==> config.mk <==
export PLATFORM = sky130hd
export DESIGN_NAME = uart_tx_serializer
export DESIGN_NICKNAME = d
export VERILOG_FILES = /design/src/rtl/uart_tx_serializer.sv
export SDC_FILE = /design/constraint.sdc
export NUM_CORES = 1
export LEC_CHECK = 0
export ABC_AREA = 1
export BUFFER_PORTS_ARGS = -buffer_cell sky130_fd_sc_hd__buf_2
export CAP_MARGIN = 10
export CORE_MARGIN = 1.5
export CORE_UTILIZATION = 45
export CTS_BUF_LIST = sky130_fd_sc_hd__clkbuf_2 sky130_fd_sc_hd__clkbuf_4 sky130_fd_sc_hd__clkbuf_8
export CTS_CLUSTER_SIZE = 25
export DETAILED_ROUTE_END_ITERATION = 10
export PLACE_DENSITY_LB_ADDON = 0.3
export SYNTH_ARGS = -nofsm -noshare
export SYNTH_HDL_FRONTEND = slang
export SYNTH_SLANG_ARGS = --single-unit
==> constraint.sdc <==
create_clock -name i_Clk -period 1.45 [get_ports i_Clk]
set_input_delay 0.0725 -clock i_Clk [delete_from_list [all_inputs] [get_ports i_Clk]]
set_output_delay 0.0725 -clock i_Clk [all_outputs]
set_load 0.05 [all_outputs]
==> src/rtl/uart_tx_serializer.sv <==
`timescale 1ns/1ps
// uart_tx_serializer: UART transmit stage. Accepts one byte per send/busy
// handshake and drives it onto TXD as start bit, 8 data bits LSB first,
// optional parity and 1 or 2 stop bits.
// Ports:
//   i_Clk       system clock
//   i_Rst       asynchronous active-low reset
//   i_send      level request, byte on i_tx_data is valid
//   i_tx_data   byte to transmit, sampled on the accept edge only
//   o_txd       serial line, idles high (registered)
//   o_txd_busy  high from the cycle after accept until the frame completes
//   o_tx_done   one-cycle pulse when the last stop bit period ends
module uart_tx_serializer #(
  parameter int unsigned CLKS_PER_BIT = 434,
  parameter int unsigned PARITY       = 0,
  parameter int unsigned STOP_BITS    = 1
) (
  input  logic       i_Clk,
  input  logic       i_Rst,
  input  logic       i_send,
  input  logic [7:0] i_tx_data,
  output logic       o_txd,
  output logic       o_txd_busy,
  output logic       o_tx_done
);

  localparam int unsigned CNT_W = 16;
  localparam logic [CNT_W-1:0] BAUD_LAST = CNT_W'(CLKS_PER_BIT - 1);
  // Illegal parity selections fall back to no parity.
  localparam bit PAR_EN  = (PARITY == 1) || (PARITY == 2);
  localparam bit PAR_ODD = (PARITY == 1);
  // Any stop-bit count other than 2 behaves as 1.
  localparam logic STOP_LAST = (STOP_BITS == 2) ? 1'b1 : 1'b0;

  typedef enum logic [2:0] {
    S_IDLE,
    S_START,
    S_DATA,
    S_PARITY,
    S_STOP
  } state_t;

  state_t           state, state_n;
  logic [CNT_W-1:0] baud, baud_n;
  logic [2:0]       bit_idx, bit_idx_n;
  logic             stop_idx, stop_idx_n;
  logic [7:0]       shift_reg, shift_reg_n;
  logic             par_bit, par_bit_n;
  logic             txd, txd_n;
  logic             busy, busy_n;
  logic             done, done_n;
  logic             baud_end;

  // State and datapath registers.
  always_ff @(posedge i_Clk or negedge i_Rst) begin
    if (!i_Rst) begin
      state     <= S_IDLE;
      baud      <= '0;
      bit_idx   <= '0;
      stop_idx  <= 1'b0;
      shift_reg <= '0;
      par_bit   <= 1'b0;
      txd       <= 1'b1;
      busy      <= 1'b0;
      done      <= 1'b0;
    end else begin
      state     <= state_n;
      baud      <= baud_n;
      bit_idx   <= bit_idx_n;
      stop_idx  <= stop_idx_n;
      shift_reg <= shift_reg_n;
      par_bit   <= par_bit_n;
      txd       <= txd_n;
      busy      <= busy_n;
      done      <= done_n;
    end
  end

  // Next-state and next-output logic; txd_n is the line value for the
  // period that begins on the coming edge, so o_txd stays registered.
  always_comb begin
    state_n     = state;
    baud_n      = baud;
    bit_idx_n   = bit_idx;
    stop_idx_n  = stop_idx;
    shift_reg_n = shift_reg;
    par_bit_n   = par_bit;
    txd_n       = txd;
    busy_n      = busy;
    done_n      = 1'b0;
    baud_end    = (baud == BAUD_LAST);

    case (state)
      S_IDLE: begin
        txd_n  = 1'b1;
        baud_n = '0;
        if (i_send && !busy) begin
          shift_reg_n = i_tx_data;
          par_bit_n   = PAR_ODD ? ~^i_tx_data : ^i_tx_data;
          bit_idx_n   = '0;
          stop_idx_n  = 1'b0;
          txd_n       = 1'b0;
          busy_n      = 1'b1;
          state_n     = S_START;
        end
      end

      S_START: begin
        if (baud_end) begin
          baud_n  = '0;
          txd_n   = shift_reg[0];
          state_n = S_DATA;
        end else begin
          baud_n = baud + CNT_W'(1);
        end
      end

      S_DATA: begin
        if (baud_end) begin
          baud_n = '0;
          if (bit_idx == 3'd7) begin
            bit_idx_n = '0;
            if (PAR_EN) begin
              txd_n   = par_bit;
              state_n = S_PARITY;
            end else begin
              txd_n   = 1'b1;
              state_n = S_STOP;
            end
          end else begin
            // Shift out the finished bit; the next one is shift_reg[1].
            bit_idx_n   = bit_idx + 3'd1;
            shift_reg_n = {1'b0, shift_reg[7:1]};
            txd_n       = shift_reg[1];
          end
        end else begin
          baud_n = baud + CNT_W'(1);
        end
      end

      S_PARITY: begin
        if (baud_end) begin
          baud_n  = '0;
          txd_n   = 1'b1;
          state_n = S_STOP;
        end else begin
          baud_n = baud + CNT_W'(1);
        end
      end

      S_STOP: begin
        txd_n = 1'b1;
        if (baud_end) begin
          baud_n = '0;
          if (stop_idx == STOP_LAST) begin
            stop_idx_n = 1'b0;
            busy_n     = 1'b0;
            done_n     = 1'b1;
            state_n    = S_IDLE;
          end else begin
            stop_idx_n = 1'b1;
          end
        end else begin
          baud_n = baud + CNT_W'(1);
        end
      end

      default: begin
        baud_n  = '0;
        txd_n   = 1'b1;
        busy_n  = 1'b0;
        state_n = S_IDLE;
      end
    endcase
  end

  assign o_txd      = txd;
  assign o_txd_busy = busy;
  assign o_tx_done  = done;

endmodule

=== After elaboration in Yosys (flattened, before gate mapping) ===
Cells that the tools add are included.
Widths: inputs -> output; s select.

* Memories kept: 0
* Bits of input ports: 11
* Bits in registers: 34
* ROM bits: 0
* Bits in writable memories: 0
* Latch bits: 0

* Multiplexer cells: 35
* Reductions and logical operators: 13
* Bitwise operators: 1
* Eq/ne operators: 14
* Divide/modulo/power cells: 0
* Shifts and indexed selects: 0
* Multipliers: 0
* $lt $le $gt $ge: 0
* $add $sub $neg: 2

{| class="wikitable"
|+ Operators with widths
! kind !! count
|-
| $mux 16 || 2
|-
| $mux 3 || 10
|-
| $mux 8 || 3
|-
| $add 16x1->16 const B || 1
|-
| $eq 16x9->1 const B || 1
|-
| $ne 2x2->1 const B || 8
|-
| $pmux 8 s2 || 1
|-
| $pmux 3 s5 || 1
|-
| $mux 1 || 14
|-
| $reduce_and 3->1 || 3
|-
| $reduce_and 4->1 || 2
|-
| $reduce_and 7->1 || 1
|-
| $eq 3x2->1 const B || 2
|-
| $eq 3x3->1 const B || 2
|-
| $pmux 3 s2 || 1
|-
| $pmux 1 s4 || 1
|-
| $reduce_bool 2->1 || 2
|-
| $reduce_or 4->1 || 1
|-
| $add 3x1->3 const B || 1
|-
| $eq 3x1->1 const B || 1
|-
| $logic_not 3->1 || 1
|-
| $pmux 1 s3 || 1
|-
| $reduce_or 3->1 || 1
|-
| $pmux 1 s2 || 1
|-
| 3 further kinds || 3
|}

=== Logic depth before layout (Yosys ltp) ===
Gate-level depths: netlist of the first run.

* Depth after elaboration: 4
* Gate-level depth with buffers: 9

=== Worst setup path after synthesis of the first run ===
Ideal clock, no wire load.

* Path type: register to register
* From: register baud[1]
* To: register state[0]
* Arrival: 1.204 ns
* Data required time: 1.330 ns
* Slack: 0.127 ns
* Library setup time: 0.120 ns
* Period minus slack after synthesis: 1.323 ns
* Path buffers: 0
* Stages on the path, launching flop included: 10
* Path through: dfrtp_1 -> inv_1 -> ha_1 -> nand3_1 -> nor2_4 -> nand2_4 -> o21ai_4 -> nand2_2 -> nand2_1 -> nand2_1

* Longest elaborated chain between the ends: 3
* Elaborated cells on any way between the ends: 6
* Classes of those cells: 5 x eq/ne; 1 x reduce/logical

{| class="wikitable"
|+ RTL lines
! what !! line !! RTL
|-
| start, declared || 44 || <nowiki>logic [CNT_W-1:0] baud, baud_n;</nowiki>
|-
| start signal, assigned || 68 || <nowiki>baud <= baud_n;</nowiki>
|-
| $eq 16x9->1 * || 91 || <nowiki>baud_end = (baud == BAUD_LAST);</nowiki>
|-
| $ne 2x2->1 (no source line) || - ||
|-
| $reduce_and 7->1 (no source line) * || - ||
|-
| end signal, assigned || 67 || <nowiki>state <= state_n;</nowiki>
|-
| end, declared || 43 || <nowiki>state_t state, state_n;</nowiki>
|}

Mark *: on every way between the ends. The rest lies on a longest branch, timed or not.
A chain may end at the register's enable or synchronous reset.

=== Final worst setup path of the first run ===
* From: register baud[1]
* To: register bit_idx[0]

* Longest elaborated chain between the ends: 3

{| class="wikitable"
|+ RTL lines
! what !! line !! RTL
|-
| $eq 16x9->1 || 91 ||
|-
| $ne 2x2->1 (no source line) || - ||
|-
| $reduce_and 3->1 (no source line) || - ||
|-
| end signal, assigned || 69 || <nowiki>bit_idx <= bit_idx_n;</nowiki>
|-
| end, declared || 45 || <nowiki>logic [2:0] bit_idx, bit_idx_n;</nowiki>
|}

No other way between the ends.

==> run_results.csv, run 1 <==
group,metric,value,unit
detailed_routing,routed_via_density,4.860,
worst_setup_path,cp-end-kind,"flip-flop",
cts,clk_pin_slew,0.08,ns
placed_design,port_buffers,13,
synthesis,synth_area_per_cell,7.875,sq um
die,core_region_area,0.003971,sq mm
timing,grt_setup_unrepaired,"yes",
worst_setup_path,start_kind,"flip-flop",
power_and_ir_drop,internal_power,1.622,mW
synthesis,post_synth_instance_area,0.001851,sq mm
worst_hold_path,hp-class,"in -> reg",
die,die_x,67.13,um
synthesis,synthFlopType,"dfrtp_1",
synthesis,synth_most_common_cell,"nand2_1",
synthesis,yosys.area.top_type,"dfrtp_1",
timing,layout_setup_ws,-0.01120,ns
cts,clock-sinks,33,
detailed_routing,first_pass_iters,4,
die,start_util,46.60,%
job,drv_cap,0,
synthesis,syn_inst,235,
global_routing,grt_pass1_vias,1449,
finish,drive_gt1_share,29.75,%
worst_setup_path,cp_max_fo,5,
die,ios,14,
cts,cts_root_buf,"clkbuf_8",
global_routing,grt_pass1_wl,6341,um
timing,slew_violations,0,
worst_setup_path,path_cells,"inv_1, ha_2, nand3_2, nor2_4, nand2_4, nand2_8, buf_12, nand4_1, nand2_1",
timing,finClkSkew,0.01005,ns
timing,period_minus_slack,1.461,ns
synthesis,async_flop_share,100.0,%
cts,cts_tree,"built",
timing,hold_viol,0,
synthesis,netlist_top_cells_area,"dfrtp_1 (43%), nand2_1 (15%), nand3_1 (5.9%)",
power_and_ir_drop,switching_share,19.41,%
global_routing,grt_max_degree,34,
cts,cts.path.max_buffers,2,
worst_setup_path,path_class,"reg -> reg",
cts,htreeDepth,2,
status,run_status,"finished, violations left",
synthesis,synth_common_cells,"nand2_1 (74), dfrtp_1 (32), nor2_1 (29), nand3_1 (22), inv_1 (17)",
synthesis,yosysTopAreaCellShare,43.27,%
finish,largest_reg_flops,16,
timing,max_freq,684.4,MHz
cts,clk_latency,0.30,ns
status,violations,"negative setup slack",
finish,postLayoutCoreUtil,59.86,%
power_and_ir_drop,p_clk_share,52.0,%
synthesis,synth_edf_count,0,
finish,nNetsFinal,293,
power_and_ir_drop,netSwitchingPower,0.3906,mW
detailed_routing,drc,0,
synthesis,syn_nets,250,
worst_setup_path,arrival,1.69,ns
power_and_ir_drop,p_comb_share,2.3,%
timing,period_share,100.8,%
power_and_ir_drop,ir_drop,0.8858,mV
worst_setup_path,crit_required,1.68,ns
power_and_ir_drop,p_per_area,846.6,mW/mm^2
global_routing,antenna_found_initial,0,
timing,tns,-0.02491,ns
synthesis,ys_warn_count,0,
cts,cts_made_buffers,5,
die,dieHeight,67.13,um
detailed_routing,vias,1599,
worst_setup_path,cp_slowest_stage_delay,0.41,ns
timing,relSlewSlack,71.36,%
synthesis,synth_seq_cells,33,
timing,finalSetupViolations,6,
finish,syn2layout_area_growth,28.47,%
worst_setup_path,slowest_stage,"dfrtp_1",
finish,fill_cells,357,
synthesis,seq_area_frac_synth,44.69,%
detailed_routing,drt_iter0_markers,80,
power_and_ir_drop,p_seq_share,45.7,%
die,num_rows,23,
finish,diodes,0,
placed_design,hpwl,2652,um
synthesis,synth_cell_type_count,28,
detailed_routing,drt-total-wl,3822,um
die,dieArea,0.004506,sq mm
global_routing,overflow,0,
timing,tightest_slew,0.4296,ns
global_routing,grt_usage,19.39,%
detailed_routing,wl_per_cell,11.62,um
power_and_ir_drop,leakage,1.192,nW
placed_design,place_congestion,0.8803,
detailed_routing,ant_nets,0,
timing,whs,0.08787,ns
==> critical path: cells and delay by family, from the launching register on <==
family        cells  cell delay (ns)
flops             1             0.41
fa+ha+maj         1             0.17
buf+inv           2             0.18
simple gates      6             0.64
==> through the flow <==
step / cell area (sq um) / total power, mW / std cells / setup WS [ns]
2_1_floorplan: 1851 / 0.9468 / 235 / 0.1267
3_3_place_gp: 2079 / 0.9821 / 312 / 0.02896
3_5_place_dp: 2079 / 0.9823 / 312 / -0.009159
4_1_cts: 2262 / 2.050 / 323 / 0.01027
5_1_grt: 2377 / 2.090 / 329 / -0.08439
6_report: 2377 / 2.013 / 329 / -0.01120
==> cell usage in the layout (no fill, tap or decap), types with 3 or more instances in the layout <==
| master | count |
|---|---|
| nor3_1 | 6 |
| nor3_2 | 5 |
| buf_2 | 13 |
| inv_2 | 6 |
| nand2_1 | 74 |
| buf_4 | 20 |
| xor2_1 | 7 |
| nor2_1 | 23 |
| nor2_2 | 9 |
| nand4_1 | 3 |
| nand3_1 | 21 |
| o21ai_0 | 3 |
| inv_1 | 17 |
| ha_1 | 3 |
| clkbuf_8 | 5 |
| nand3_2 | 3 |
| dfrtp_1 | 31 |
| nor2_4 | 5 |
==> cells by family after synthesis <==
| group | count (synthesis) | synth area share, % |
|---|---|---|
| xor gates and xnor gates | 8 | 3.786 |
| DFF | 33 | 44.69 |
| AOI/OAI and AO/OA | 7 | 2.569 |
| buffers and inverters | 26 | 5.815 |
| and+or+nand+nor | 157 | 40.43 |
| adders and majority gates | 4 | 2.705 |
==> final cells by class <==
type	instances	area (sq um)	area share [%]
Clock inverter	3	65.06	2.737
Inverter	25	96.34	4.053
Timing Repair Buffer	37	275.3	11.58
Multi-Input combinational cell	176	980.9	41.26
Clock buffer	5	68.82	2.895
Tap cell	50	62.56	2.632
Sequential cell	33	828.3	34.84
==> per-layer routing <==
layer	GRT usage [%]	part of all wire [%]	vias to the layer above
met2	29.95	48	17
li1	-	-	826
met3	6.419	2.7	8
met1	24.17	47	748
met4	9.694	2.6	0
met5	0	0	-
==> timing repair <==
item	in CTS	in global routing
setup endpoints to repair	10	22
buffers inserted	1	6
pin swaps	1	6
hold buffers	2	0
gates resized for setup	1	15
hold endpoints to repair	33	0
==> final timing paths <==
| path | depth (start not counted) | to | slack [ns] | startpoint |
|---|---|---|---|---|
| min | 3 | o_txd_busy | 0.09 | i_send |
| max reg2reg | 9 | bit_idx[0] | -0.01 | baud[1] |
| max | 9 | bit_idx[0] | -0.01 | baud[1] |
| min reg2reg | 2 | shift_reg[4] | 0.48 | shift_reg[4] |
| min in group asynchronous | 3 | baud[4] | 0.33 | i_Rst |
| max in group asynchronous | 3 | o_txd | 0.78 | i_Rst |
==> power groups by stage <==
stage                     Clock (mW)  Combinational, mW  Sequential (mW)
after CTS                       1.08             0.0487            0.920
after global placement             0             0.0444            0.938
after detailed placement           0             0.0446            0.938
final                           1.05             0.0469            0.920
after floorplan                    0            0.00875            0.938
after global routing            1.11             0.0556            0.919
No activity file was read; power rests on OpenSTA's default activity.
==> run 2: changes to the inputs <==
--- a/config.mk
+++ b/config.mk
@@ -14,6 +14,7 @@
 export CTS_CLUSTER_SIZE = 25
 export DETAILED_ROUTE_END_ITERATION = 10
 export PLACE_DENSITY_LB_ADDON = 0.3
+export RECOVER_POWER = 50
 export SYNTH_ARGS = -nofsm -noshare
 export SYNTH_HDL_FRONTEND = slang
 export SYNTH_SLANG_ARGS = --single-unit
==> run 2 against run 1 <==
Net effect: the run still ends with negative setup slack left; worst setup slack is the same; total power about the same; register-to-register slack is essentially flat; cell area down 0.11%; clock power barely moved; worst hold slack is the same; wire length about the same; maximum frequency is the same; global-route usage unchanged; combinational power fell by 2%; critical path depth is the same; sequential share of layout area is essentially flat; critical path type unchanged; critical endpoint unchanged; largest power group unchanged.
==> run_results.csv, run 2 (same netlist as run 1, synthesis figures left out) <==
group,metric,value,unit
status,run_status,"finished, violations left",
status,violations,"negative setup slack",
worst_setup_path,path_cells,"inv_1, ha_2, nand3_2, nor2_4, nand2_4, nand2_8, buf_12, nand4_1, nand2_1",
worst_setup_path,cp-end-kind,"flip-flop",
die,dieHeight,67.13,um
detailed_routing,vias,1598,
global_routing,grt_usage,19.39,%
detailed_routing,first_pass_iters,4,
worst_hold_path,hold_end,"o_txd_busy",
timing,tightest_slew,0.8399,ns
finish,final-instance-count-excl-fill,329,
worst_setup_path,cp_slowest_stage_delay,0.41,ns
worst_setup_path,crit_buf_inv,2,
cts,cts_made_buffers,5,
cts,cts.path.max_buffers,2,
worst_setup_path,path_class,"reg -> reg",
timing,finalSetupViolations,6,
timing,slew_violations,0,
detailed_routing,ant_nets,0,
detailed_routing,drc,0,
finish,diodes,0,
cts,clk_pin_slew,0.08,ns
timing,hold_viol,0,
placed_design,post-place-ws,-0.009159,ns
die,num_rows,23,
die,ios,14,
die,die_x,67.13,um
cts,htreeDepth,2,
worst_setup_path,rr_worst_depth,9,
timing,layout_setup_ws,-0.01120,ns
job,drv_cap,0,
worst_setup_path,start_kind,"flip-flop",
worst_hold_path,hold_start,"i_send",
worst_setup_path,slowest_stage,"dfrtp_1",
global_routing,grt_max_degree,34,
global_routing,grt_pass1_vias,1449,
worst_setup_path,cp_max_fo,5,
die,dieArea,0.004506,sq mm
finish,final_common_cell,"nand2_1",
finish,syn2layout_area_growth,28.33,%
cts,clk_latency,0.30,ns
worst_hold_path,hp-class,"in -> reg",
finish,postLayoutCoreUtil,59.80,%
finish,final_cell_mix,"nand2_1 (74), dfrtp_1 (31), nor2_1 (23), nand3_1 (21), buf_4 (19)",
cts,cts_tree,"built",
finish,drive_gt1_share,29.75,%
timing,grt_setup_unrepaired,"yes",
timing,whs,0.08787,ns
power_and_ir_drop,ir_drop,0.8858,mV
timing,period_share,100.8,%
placed_design,place_congestion,0.8803,
detailed_routing,drt-total-wl,3821,um
detailed_routing,drt_iter0_markers,80,
worst_setup_path,arrival,1.69,ns
finish,largest_reg_flops,16,
global_routing,antenna_found_initial,0,
global_routing,overflow,0,
worst_setup_path,rrSetupSlack,-0.01,ns
placed_design,port_buffers,13,
die,core_region_area,0.003971,sq mm
timing,tns,-0.02491,ns
detailed_routing,wl_per_cell,11.61,um
power_and_ir_drop,finalPower,2.012,mW
cts,clock-sinks,33,
global_routing,grt_pass1_wl,6341,um
power_and_ir_drop,leakage,1.191,nW
timing,finClkSkew,0.01005,ns
die,start_util,46.60,%
timing,max_freq,684.4,MHz
timing,relSlewSlack,44.00,%
power_and_ir_drop,p_per_area,847.1,mW/mm^2
cts,cts_root_buf,"clkbuf_8",
placed_design,hpwl,2652,um
detailed_routing,routed_via_density,4.857,
finish,final_area,0.002375,sq mm
timing,period_minus_slack,1.461,ns
placed_design,placed_area,0.002079,sq mm
placed_design,dp_cells,312,
worst_setup_path,rr_startpoint,"baud[1]",
worst_setup_path,reg2reg_to,"bit_idx[0]",
worst_hold_path,hold-path-cell-count,3,
worst_setup_path,crit_required,1.68,ns
finish,nNetsFinal,293,
worst_setup_path,path_delay_family,"simple AND/OR/NAND/NOR gates",
[run 2: per-layer routing]
metal | routed length [um] | up-vias | global-route usage [%] | share of wire [%]
li1 | - | 826 | - | -
met3 | 102 | 8 | 6.419 | 2.7
met4 | 99 | 0 | 9.694 | 2.6
met1 | 1781 | 747 | 24.17 | 47
met5 | 0 | - | 0 | 0
met2 | 1836 | 17 | 29.95 | 48
[run 2: final cells by class]
type | instances | area (sq um)
Fill cell | 358 | 1597
Multi-Input combinational cell | 176 | 980.9
Sequential cell | 33 | 828.3
Timing Repair Buffer | 37 | 272.8
Inverter | 25 | 96.34
Clock buffer | 5 | 68.82
Clock inverter | 3 | 65.06
Tap cell | 50 | 62.56
[run 2: what timing repair did]
item | CTS | global route
buffers inserted | 1 | 6
setup endpoints to repair | 10 | 22
pin swaps | 1 | 6
endpoints found under the hold margin | 33 | 0
hold buffers | 2 | 0
resized for setup | 1 | 15
[run 2: worst register-to-register path, delay by kind of cell (launching register included)]
family / cells / cell delay [ns]
adders and majority gates: 1 / 0.17
buffers and inverters: 2 / 0.18
DFF: 1 / 0.41
and+or+nand+nor: 6 / 0.64
[run 2: how the worst max path moves through the flow]
stage	from	end	slack (ns)	cells past startpoint
5_1_grt	baud[1]	bit_idx[0]	-0.08	9
4_1_cts	baud[1]	shift_reg[4]	0.01	9
6_report	baud[1]	bit_idx[0]	-0.01	9
3_3_place_gp	baud[1]	state[0]	0.03	9
2_1_floorplan	baud[1]	state[0]	0.13	9
3_5_place_dp	baud[1]	shift_reg[4]	-0.009	9
[run 2: power by group]
| part | internal (mW) | switching, mW | total (mW) |
|---|---|---|---|
| combinational | 0.0180 | 0.0279 | 0.0458 |
| clock | 0.683 | 0.363 | 1.05 |
| sequential | 0.920 | 0 | 0.920 |
==> run 3: changes to the inputs <==
--- a/config.mk
+++ b/config.mk
@@ -9,7 +9,7 @@
 export BUFFER_PORTS_ARGS = -buffer_cell sky130_fd_sc_hd__buf_2
 export CAP_MARGIN = 10
 export CORE_MARGIN = 1.5
-export CORE_UTILIZATION = 45
+export CORE_UTILIZATION = 55
 export CTS_BUF_LIST = sky130_fd_sc_hd__clkbuf_2 sky130_fd_sc_hd__clkbuf_4 sky130_fd_sc_hd__clkbuf_8
 export CTS_CLUSTER_SIZE = 25
 export DETAILED_ROUTE_END_ITERATION = 10
==> run 3 against run 2 <==
Net effect: worst hold slack got worse by 0.037 ns; maximum frequency increased by 1.2%; clock power decreased by 45%; sequential power about the same; cell count decreased by 2.4%; the flow now finishes without violations; critical endpoint is now baud[7]; die area decreased by 17%; sequential cell count unchanged.
==> run_results.csv, run 3 (same netlist as run 1, synthesis figures left out) <==
group,metric,value,unit
status,run_status,"finished clean",
worst_setup_path,crit_buf_inv,1,
timing,grt_setup_unrepaired,"yes",
finish,postLayoutCoreUtil,71.76,%
global_routing,grt_pass1_vias,1344,
finish,fill_cells,245,
finish,diodes,0,
detailed_routing,routed_via_density,5.025,
worst_setup_path,cp-end-kind,"flip-flop",
worst_setup_path,path_class,"reg -> reg",
power_and_ir_drop,internal_power,1.218,mW
job,drv_cap,0,
placed_design,post-place-ws,0.005556,ns
timing,period_share,99.54,%
finish,final_cell_mix,"nand2_1 (72), dfrtp_1 (31), nor2_1 (29), nand3_1 (21), buf_4 (19)",
placed_design,port_buffers,13,
worst_setup_path,path_delay_family,"flip-flops",
timing,finClkSkew,0.01014,ns
cts,cts_tree,"built",
power_and_ir_drop,finalPower,1.550,mW
cts,clock-sinks,33,
power_and_ir_drop,p_per_area,690.5,mW/mm^2
global_routing,grt_usage,21.59,%
worst_setup_path,slowest_stage,"dfrtp_2",
timing,period_minus_slack,1.443,ns
cts,htreeDepth,2,
die,dieArea,0.003722,sq mm
worst_setup_path,path_cells,"ha_1, nand3_2, nor2_4, nand2_4, o21ai_4, buf_4, nor3_1",
detailed_routing,first_pass_iters,4,
die,die_x,61.01,um
worst_setup_path,arrival,1.70,ns
timing,slew_violations,0,
cts,cts_made_buffers,5,
power_and_ir_drop,p_clk_share,37.3,%
finish,multiInputGateArea,952.2,sq um
cts,clk_latency,0.34,ns
worst_hold_path,hp-class,"in -> reg",
cts,cts.path.max_buffers,2,
global_routing,antenna_found_initial,0,
worst_setup_path,rr_worst_depth,7,
worst_setup_path,start_kind,"flip-flop",
finish,final_common_cell,"nand2_1",
worst_hold_path,hold_start,"i_tx_data[5]",
detailed_routing,drc,0,
worst_hold_path,hold-path-cell-count,5,
worst_hold_path,hold_end,"shift_reg[5]",
finish,syn2layout_area_growth,21.30,%
global_routing,grt_pass1_wl,5768,um
finish,largest_reg_flops,16,
cts,cts_root_buf,"clkbuf_4",
power_and_ir_drop,netSwitchingPower,0.3315,mW
die,start_util,59.16,%
timing,layout_setup_ws,0.006670,ns
power_and_ir_drop,switching_share,21.39,%
power_and_ir_drop,p_comb_share,3.3,%
placed_design,place_congestion,0.9186,
worst_setup_path,rr_startpoint,"baud[0]",
worst_setup_path,cp_slowest_stage_delay,0.47,ns
detailed_routing,wl_per_cell,11.92,um
worst_setup_path,rrSetupSlack,0.007,ns
timing,hold_viol,0,
global_routing,overflow,0,
placed_design,hpwl,2681,um
cts,clk_pin_slew,0.10,ns
timing,relSlewSlack,34.88,%
die,ios,14,
die,num_rows,20,
power_and_ir_drop,p_seq_share,59.3,%
power_and_ir_drop,ir_drop,0.5277,mV
detailed_routing,ant_nets,0,
power_and_ir_drop,leakage,1.135,nW
detailed_routing,drt-total-wl,3827,um
detailed_routing,drt_iter0_markers,80,
timing,max_freq,692.8,MHz
finish,nNetsFinal,291,
worst_setup_path,reg2reg_to,"baud[7]",
global_routing,grt_max_degree,18,
detailed_routing,vias,1613,
worst_setup_path,cp_max_fo,7,
finish,drive_gt1_share,26.35,%
worst_setup_path,crit_required,1.71,ns
die,dieHeight,61.01,um
die,core_region_area,0.003128,sq mm
timing,finalSetupViolations,0,
finish,ff_latch_area,828.3,sq um
timing,tightest_slew,0.9769,ns
[run 3: cell count changes in the layout (fill, tap and decap cells not counted), moves of 2 or more]
| cell | previous run | this run |
|---|---|---|
| bufinv_16 | 2 | 0 |
| clkbuf_4 | 0 | 7 |
| clkbuf_8 | 5 | 1 |
| nand2_1 | 74 | 72 |
| nand2_2 | 2 | 4 |
| nor2_1 | 23 | 29 |
| nor2_2 | 9 | 4 |
| nor3_1 | 6 | 9 |
| nor3_2 | 5 | 2 |
[run 3: worst min-delay path: stages]
cell     delay [ns]
buf_2          0.07
nand2_1        0.04
nand2_1        0.05
nand3_1        0.07
nand2_1        0.06
[run 3: per-stage QoR]
stage	hold WS, ns	cells	setup TNS, ns	area [sq um]
floorplan	-0.2231	235	0	1851
global placement	0.02505	300	0	2039
detailed placement	0.02339	300	0	2039
CTS	0.04649	311	0	2133
global route	0.06079	321	-0.3080	2245
finish	0.05117	321	0	2245
[run 3: worst max path at each step]
stage,cells past startpoint,end,from,slack (ns)
after floorplan,9,state[0],baud[1],0.13
after global placement,9,state[0],baud[1],0.04
after detailed placement,9,shift_reg[7],baud[1],0.006
after CTS,9,state[1],baud[1],0.02
after global routing,9,state[0],baud[1],-0.05
final,7,baud[7],baud[0],0.007
[run 3: power groups by stage]
stage	logic (mW)	clock network, mW	registers (mW)
2_1_floorplan	0.00875	0	0.938
3_3_place_gp	0.0484	0	0.938
3_5_place_dp	0.0489	0	0.938
4_1_cts	0.0533	0.586	0.920
5_1_grt	0.0588	0.623	0.920
6_report	0.0516	0.579	0.920
[run 3: repair_timing]
| action | CTS | global route |
|---|---|---|
| gates resized for setup | 0 | 9 |
| setup buffers | 1 | 10 |
| hold endpoints to repair | 34 | 0 |
| setup endpoints to repair | 3 | 16 |
| hold buffers | 2 | 0 |
| pin swaps | 1 | 4 |
[run 3: final cells by class]
cell class | instances | share of cell area, %
Timing Repair Buffer | 35 | 10.98
Clock buffer | 8 | 2.954
Sequential cell | 33 | 36.90
Multi-Input combinational cell | 176 | 42.42
Inverter | 25 | 4.292
Tap cell | 44 | 2.453
[run 3: layer usage]
metal	share of wire [%]	wire [um]	global-route usage, %	vias to the layer above
li1	-	-	-	830
met1	46	1778	28.20	754
met2	49	1862	34.72	23
met3	3.6	137	6.610	6
met4	1.3	48	6.522	0
met5	0	0	0	-
